[config.mk]
export PLATFORM = sky130hd
export DESIGN_NAME = memory_access_unit
export DESIGN_NICKNAME = d
export VERILOG_FILES = /design/src/rtl/memory_access_unit.sv
export SDC_FILE = /design/constraint.sdc
export NUM_CORES = 1
export LEC_CHECK = 0
export ABC_AREA = 0
export BUFFER_PORTS_ARGS = -buffer_cell sky130_fd_sc_hd__buf_2
export CAP_MARGIN = 20
export CORE_ASPECT_RATIO = 0.8
export CORE_UTILIZATION = 54
export CTS_BUF_LIST = sky130_fd_sc_hd__clkbuf_8
export DETAILED_ROUTE_END_ITERATION = 6
export PLACE_DENSITY = 0.83
export SKIP_CTS_REPAIR_TIMING = 1
export SYNTH_ARGS = -nofsm -noshare
export SYNTH_HDL_FRONTEND = slang
export SYNTH_SLANG_ARGS = --single-unit
[constraint.sdc]
create_clock -name CLK -period 2.2 [get_ports CLK]
set_clock_uncertainty 0.05 [all_clocks]
set_input_delay 0.33 -clock CLK [delete_from_list [all_inputs] [get_ports CLK]]
set_output_delay 0.33 -clock CLK [all_outputs]
set_load 0.01 [all_outputs]
[src/rtl/memory_access_unit.sv]
// memory_access_unit: load/store sequencer between the processor datapath
// and a word-addressed memory with one-cycle registered read data.
// Byte/halfword/word accesses are byte-addressed on the request side; sub-word
// stores become read-modify-write sequences against the memory.
//
// Request/response handshake: a request is taken when Start=1 at a rising
// edge while the unit is idle (Busy=0); all request fields are latched on that
// edge and may change afterwards. Start seen while Busy=1 (including the Done
// cycle) is dropped, not queued. Every accepted request ends with exactly one
// cycle of Done=1, with Error qualifying it in the same cycle.
module memory_access_unit #(
  parameter int MEMORY_SIZE = 64
) (
  input  logic        CLK,
  input  logic        RESET,
  input  logic        Start,
  input  logic        IsStore,
  input  logic [1:0]  Size,
  input  logic        SignedLoad,
  input  logic [31:0] ByteAddress,
  input  logic [31:0] StoreData,
  input  logic [31:0] MemReadData,
  output logic        MemWriteEnable,
  output logic [31:0] MemAddress,
  output logic [31:0] MemWriteData,
  output logic [31:0] LoadData,
  output logic        Busy,
  output logic        Done,
  output logic        Error
);

  localparam logic [31:0] MEM_WORDS = 32'(MEMORY_SIZE);

  localparam logic [1:0] SZ_BYTE = 2'b00;
  localparam logic [1:0] SZ_HALF = 2'b01;
  localparam logic [1:0] SZ_WORD = 2'b10;

  typedef enum logic [2:0] {
    S_IDLE = 3'd0,
    S_RD   = 3'd1,
    S_MRG  = 3'd2,
    S_WR   = 3'd3,
    S_ERR  = 3'd4,
    S_DONE = 3'd5
  } state_t;

  // Current state is kept as a plain named register so checkers can bind to it.
  state_t state;
  state_t state_next;

  // Latched request
  logic        is_store_q;
  logic [1:0]  size_q;
  logic        signed_q;
  logic [31:0] addr_q;
  logic [31:0] store_data_q;
  logic        err_q;

  // Merged word for sub-word stores, built in MRG and written in WR
  logic [31:0] merge_q;
  logic [31:0] load_data_q;

  logic        req_illegal;
  logic        start_accept;
  logic [31:0] word_index;
  logic [7:0]  rd_byte;
  logic [15:0] rd_half;
  logic [31:0] load_ext;
  logic [31:0] merged;

  assign start_accept = (state == S_IDLE) && Start;
  assign word_index   = {2'b00, addr_q[31:2]};
  assign LoadData     = load_data_q;

  // Legality of the incoming request, judged on the raw inputs at latch time
  always_comb begin
    req_illegal = 1'b0;
    case (Size)
      SZ_HALF: if (ByteAddress[0]) req_illegal = 1'b1;
      SZ_WORD: if (ByteAddress[1:0] != 2'b00) req_illegal = 1'b1;
      SZ_BYTE: req_illegal = 1'b0;
      default: req_illegal = 1'b1;
    endcase
    if ({2'b00, ByteAddress[31:2]} >= MEM_WORDS) req_illegal = 1'b1;
  end

  // Lane extraction and sign/zero extension of the word read back in MRG
  always_comb begin
    rd_byte = MemReadData[7:0];
    case (addr_q[1:0])
      2'd0: rd_byte = MemReadData[7:0];
      2'd1: rd_byte = MemReadData[15:8];
      2'd2: rd_byte = MemReadData[23:16];
      2'd3: rd_byte = MemReadData[31:24];
      default: rd_byte = MemReadData[7:0];
    endcase
    rd_half = addr_q[1] ? MemReadData[31:16] : MemReadData[15:0];

    case (size_q)
      SZ_BYTE: load_ext = {{24{signed_q & rd_byte[7]}}, rd_byte};
      SZ_HALF: load_ext = {{16{signed_q & rd_half[15]}}, rd_half};
      default: load_ext = MemReadData;
    endcase
  end

  // Store merge: replace only the addressed lane, keep every other bit
  always_comb begin
    merged = MemReadData;
    if (size_q == SZ_BYTE) begin
      case (addr_q[1:0])
        2'd0: merged[7:0]   = store_data_q[7:0];
        2'd1: merged[15:8]  = store_data_q[7:0];
        2'd2: merged[23:16] = store_data_q[7:0];
        2'd3: merged[31:24] = store_data_q[7:0];
        default: merged = MemReadData;
      endcase
    end else if (size_q == SZ_HALF) begin
      if (addr_q[1]) merged[31:16] = store_data_q[15:0];
      else           merged[15:0]  = store_data_q[15:0];
    end
  end

  // State register; reset aborts any transaction in flight
  always_ff @(posedge CLK or negedge RESET) begin
    if (!RESET) state <= S_IDLE;
    else        state <= state_next;
  end

  // Next state and all memory/handshake outputs, decoded from the state
  always_comb begin
    state_next     = state;
    Busy           = 1'b1;
    Done           = 1'b0;
    Error          = 1'b0;
    MemWriteEnable = 1'b0;
    MemAddress     = word_index;
    MemWriteData   = 32'd0;
    case (state)
      S_IDLE: begin
        Busy       = 1'b0;
        MemAddress = 32'd0;
        if (Start) begin
          if (req_illegal)                   state_next = S_ERR;
          else if (IsStore && Size == SZ_WORD) state_next = S_WR;
          else                               state_next = S_RD;
        end
      end
      S_RD:  state_next = S_MRG;
      S_MRG: state_next = is_store_q ? S_WR : S_DONE;
      S_WR: begin
        MemWriteEnable = 1'b1;
        MemWriteData   = (size_q == SZ_WORD) ? store_data_q : merge_q;
        state_next     = S_DONE;
      end
      S_ERR: state_next = S_DONE;
      S_DONE: begin
        Done       = 1'b1;
        Error      = err_q;
        state_next = S_IDLE;
      end
      default: state_next = S_IDLE;
    endcase
  end

  // Request latch, load result and merge register
  always_ff @(posedge CLK or negedge RESET) begin
    if (!RESET) begin
      is_store_q   <= 1'b0;
      size_q       <= 2'b00;
      signed_q     <= 1'b0;
      addr_q       <= 32'd0;
      store_data_q <= 32'd0;
      err_q        <= 1'b0;
      merge_q      <= 32'd0;
      load_data_q  <= 32'd0;
    end else begin
      if (start_accept) begin
        is_store_q   <= IsStore;
        size_q       <= Size;
        signed_q     <= SignedLoad;
        addr_q       <= ByteAddress;
        store_data_q <= StoreData;
        err_q        <= req_illegal;
      end
      if (state == S_MRG) begin
        if (is_store_q) merge_q     <= merged;
        else            load_data_q <= load_ext;
      end
    end
  end

endmodule
==> run summary <==
The via density per instance came out at ~5.8. The antenna diode instance count came out at 0. The register area share after synthesis is between 40% and 50%. The source of the critical timing path is size_q[0]$_DFFE_PN0P_.

The average wire per standard cell is about 20 um. The net count reported at finish came out at roughly 990. Dividing total power by cell area gives a power density of 1499 nW/um2. The H-tree depth reported by CTS is 4. For this run, design rule violations remaining after detail routing come to 0.

Setup repair after global routing could not meet its margin everywhere. Detailed routing inserted a total of between 6,000 and 7,000 vias. The relative max-transition margin is about three fifths.

The final setup violation count is 30. The via count of the first global-routing pass came out at 5,632. The root cell of the clock tree is sky130_fd_sc_hd__clkbuf_8. The routability-driven placement congestion ratio came out at just under 0.9. The worst-case vdd ir drop came out at 0.0008519 V. The final standard cell count with taps included and fillers excluded is ~1,100. The total wirelength of the detailed-routed design is between 20,000 and 25,000 um. The number of hold violations in the final report is 0.

The clock drives 136 sinks. Walking the worst path, the cells encountered are buf_8 -> nor2b_4 -> clkbuf_16 -> nand2_2 -> a21oi_2 -> buf_2. The post-synthesis cell count is 682. The number of standard-cell rows in the floorplan is 36. For flop-to-flop paths, the worst setup slack is between 150 and 200 ps. The synthesized flop and latch total came out at 136. STA puts the critical path data required time at 1820 ps. The maximum number of pins on one net before global-route repair is between 60 and 70. Summing all non-filler instances in the final layout gives an area of between 8000 and 9000 um2. The total count of max-transition violations in the final report is 0.

The tool flagged a number of max-cap violations equal to 0. In this run the deepest clock path goes through 2 buffers. On the critical path, the stage with the largest delay is an instance of sky130_fd_sc_hd__dfrtp_2. The clock tree from TritonCTS is built. The flow ran to the end, but the final reports show violations. The slew at the pin closest to its max-slew limit came out at 592.5 ps. The all-layer global routing usage is 30.44%.

The remaining antenna violation count came out at 0. The cell accounting for the most synthesized area is sky130_fd_sc_hd__dfrtp_1. The synthesized area is between 6000 and 7000 um2. Once the floorplan was initialized, standard cells occupied between 50% and 60% of the core. STA classifies the critical path startpoint as a flop. The smallest clock period supported by the final layout is computed as ~2300 ps. The final critical-path share of the clock period came out at 104.0%. The chip width is around 130 um. The placed standard-cell area is 8118 um2. Across all setup checks in the final design, the least slack found is -87.66 ps. Once placement completed, the tool counted placed cells totaling around 1,000. The synthesis-to-finish area growth came out at 30.81%. The maximum fanout along the worst path came out at 8. Hold timing on the final database bottoms out at a slack of 37.17 ps. The total overflow reported by the global router came out at 0. The static leakage came out at about 0.0042 uW. The top-level I/O count came out at a little over 200. The critical path is of the reg2out type.

Measured in cells, the most critical reg-to-reg path has a length of 6. The number of port buffers is 200. The core footprint came out at 12,300 um2. Clock-pin slew was measured on the worst setup and hold paths at about 80 ps. Sorting the synthesized cells by area gives the leading types as sky130_fd_sc_hd__dfrtp_1, sky130_fd_sc_hd__mux2_1, sky130_fd_sc_hd__nand2_1.

The startpoint identified for the worst hold timing path is ByteAddress[2]. Measured along the y axis, the die boundary spans approximately 100 um. The highest cell delay on the worst timing path is between 400 and 500 ps.

The count of warnings emitted by yosys came out at 0. The worst hold path belongs to the class in2reg. Timing would allow up to approximately 0.44 GHz. The synthesized netlist contains 51 unique library cells. STA classifies the critical path endpoint as a primary output.

In this run the biggest area consumer among cell types represents around 49% of the synthesized area. The setup slack after placement is between 200 and 250 ps. The clock network latency to the later pin of the worst-skew pair is 460 ps. The worst register-to-register path ends at merge_q[26]$_DFFE_PN0P_. The checks that failed: negative setup slack.

The number of antenna violations at the first check in global routing was 0. The number of clock buffers added by TritonCTS is 17. The share of post-route cells with drive strength above 1 is between 30% and 40%. The critical path endpoint is MemWriteData[11]. The first global-routing pass estimated 30,090 um of wire. The HPWL reported at the end of detailed placement is roughly 14,000 um. The origin of the critical flop-to-flop path is size_q[0]$_DFFE_PN0P_. The leading cell type in the layout, fill and taps excluded is sky130_fd_sc_hd__buf_2.

The first routing iteration left slightly below 500 violations. For the worst setup path, the data arrival time is between 1500 and 2000 ps. The library cells used most frequently in the layout, excluding fill and tap cells, are sky130_fd_sc_hd__buf_2, sky130_fd_sc_hd__dfrtp_1, sky130_fd_sc_hd__nand2_1. The die area came out at about 13,000 um2. The final-layout setup total negative slack came out at -1192 ps. Dividing the synthesized area by the synthesized cell count gives 10.08 um2. The first-pass detailed-route iteration total came out at 5.
[report_power, final]
part | internal, uW | switching (uW) | total (uW)
combinational | 2860 | 3480 | 6340
clock | 1290 | 1000 | 2290
sequential | 3790 | 1060 | 4860
total | 7940 | 5540 | 13500
[registers in the layout (all words and copies together), names as in the netlist]
signal,count
size_q,2
state,3
store_data_q,32
LoadData,32
is_store_q,1
err_q,1
merge_q,32
addr_q,32
signed_q,1
[cell usage after synthesis (all sizes together)]
cell type and n:
a2111oi 1, a21oi 76, a221oi 7, a22o 8, a22oi 8, a31oi 1, and2 2, and2b 1
and3 1, and3b 1, buf 27, clkbuf 26, conb 1, dfrtp 136, inv 2, mux2 75
mux2i 17, mux4 1, nand2 114, nand2b 5, nand3 8, nand3b 1, nand4 1, nand4b 1
nand4bb 1, nor2 36, nor2b 38, nor3 5, nor3b 10, nor4 6, nor4b 1, o211ai 7
o21a 1, o21ai 35, o21bai 1, o22ai 10, o31ai 8, or3 1, or4b 1
[worst max-delay path, delay by kind of cell, from the launching register on]
kind                   cells  cell delay, ps
AND/OR/NAND/NOR            2             340
flip-flops                 1             450
buffers and inverters      3             520
AO/OA/AOI/OAI              1             150
[cell families (layout without fill, tap and decap cells)]
| group | Yosys count | after routing | share of synthesized area [%] |
|---|---|---|---|
| other cells | 1 | 2 | 0.05454 |
| compound gates | 163 | 163 | 14.65 |
| simple gates | 234 | 234 | 16.52 |
| buf+inv | 55 | 274 | 4.186 |
| mux | 93 | 93 | 15.09 |
| flops | 136 | 136 | 49.50 |
[final cells by class]
type | count | area, um2
flip-flops and latches | 136 | 3408
multi-input cells | 492 | 3372
fillers | 909 | 3303
repair buffers | 240 | 1551
clock buffers | 19 | 261.5
well taps | 171 | 214.0
clock inverters | 13 | 178.9
inverters | 2 | 7.507
[layer usage]
layer,GRT usage [%],part of all wire (%)
met1,43.69,41
met2,45.11,46
met3,7.628,9.6
met4,10.77,2.9
met5,0,0
[stage by stage]
stage | utilization, % | power, uW
5_1_grt | 73.14 | 14320
4_1_cts | 69.60 | 12770
3_3_place_gp | 66.02 | 10270
6_report | 73.14 | 13480
2_1_floorplan | - | 8369
3_5_place_dp | 66.02 | 10450
[how the worst min path moves through the flow]
stage / slack, ps / depth (start not counted) / to
detailed placement: 300 / 1 / store_data_q[21]$_DFFE_PN0P_
global route: 20 / 2 / addr_q[2]$_DFFE_PN0P_
finish: 40 / 2 / addr_q[2]$_DFFE_PN0P_
floorplan: -20 / 0 / LoadData[0]$_DFFE_PN0P_
CTS: -190 / 1 / store_data_q[3]$_DFFE_PN0P_
global placement: 300 / 1 / store_data_q[21]$_DFFE_PN0P_
(Power assumes the default switching activity.)
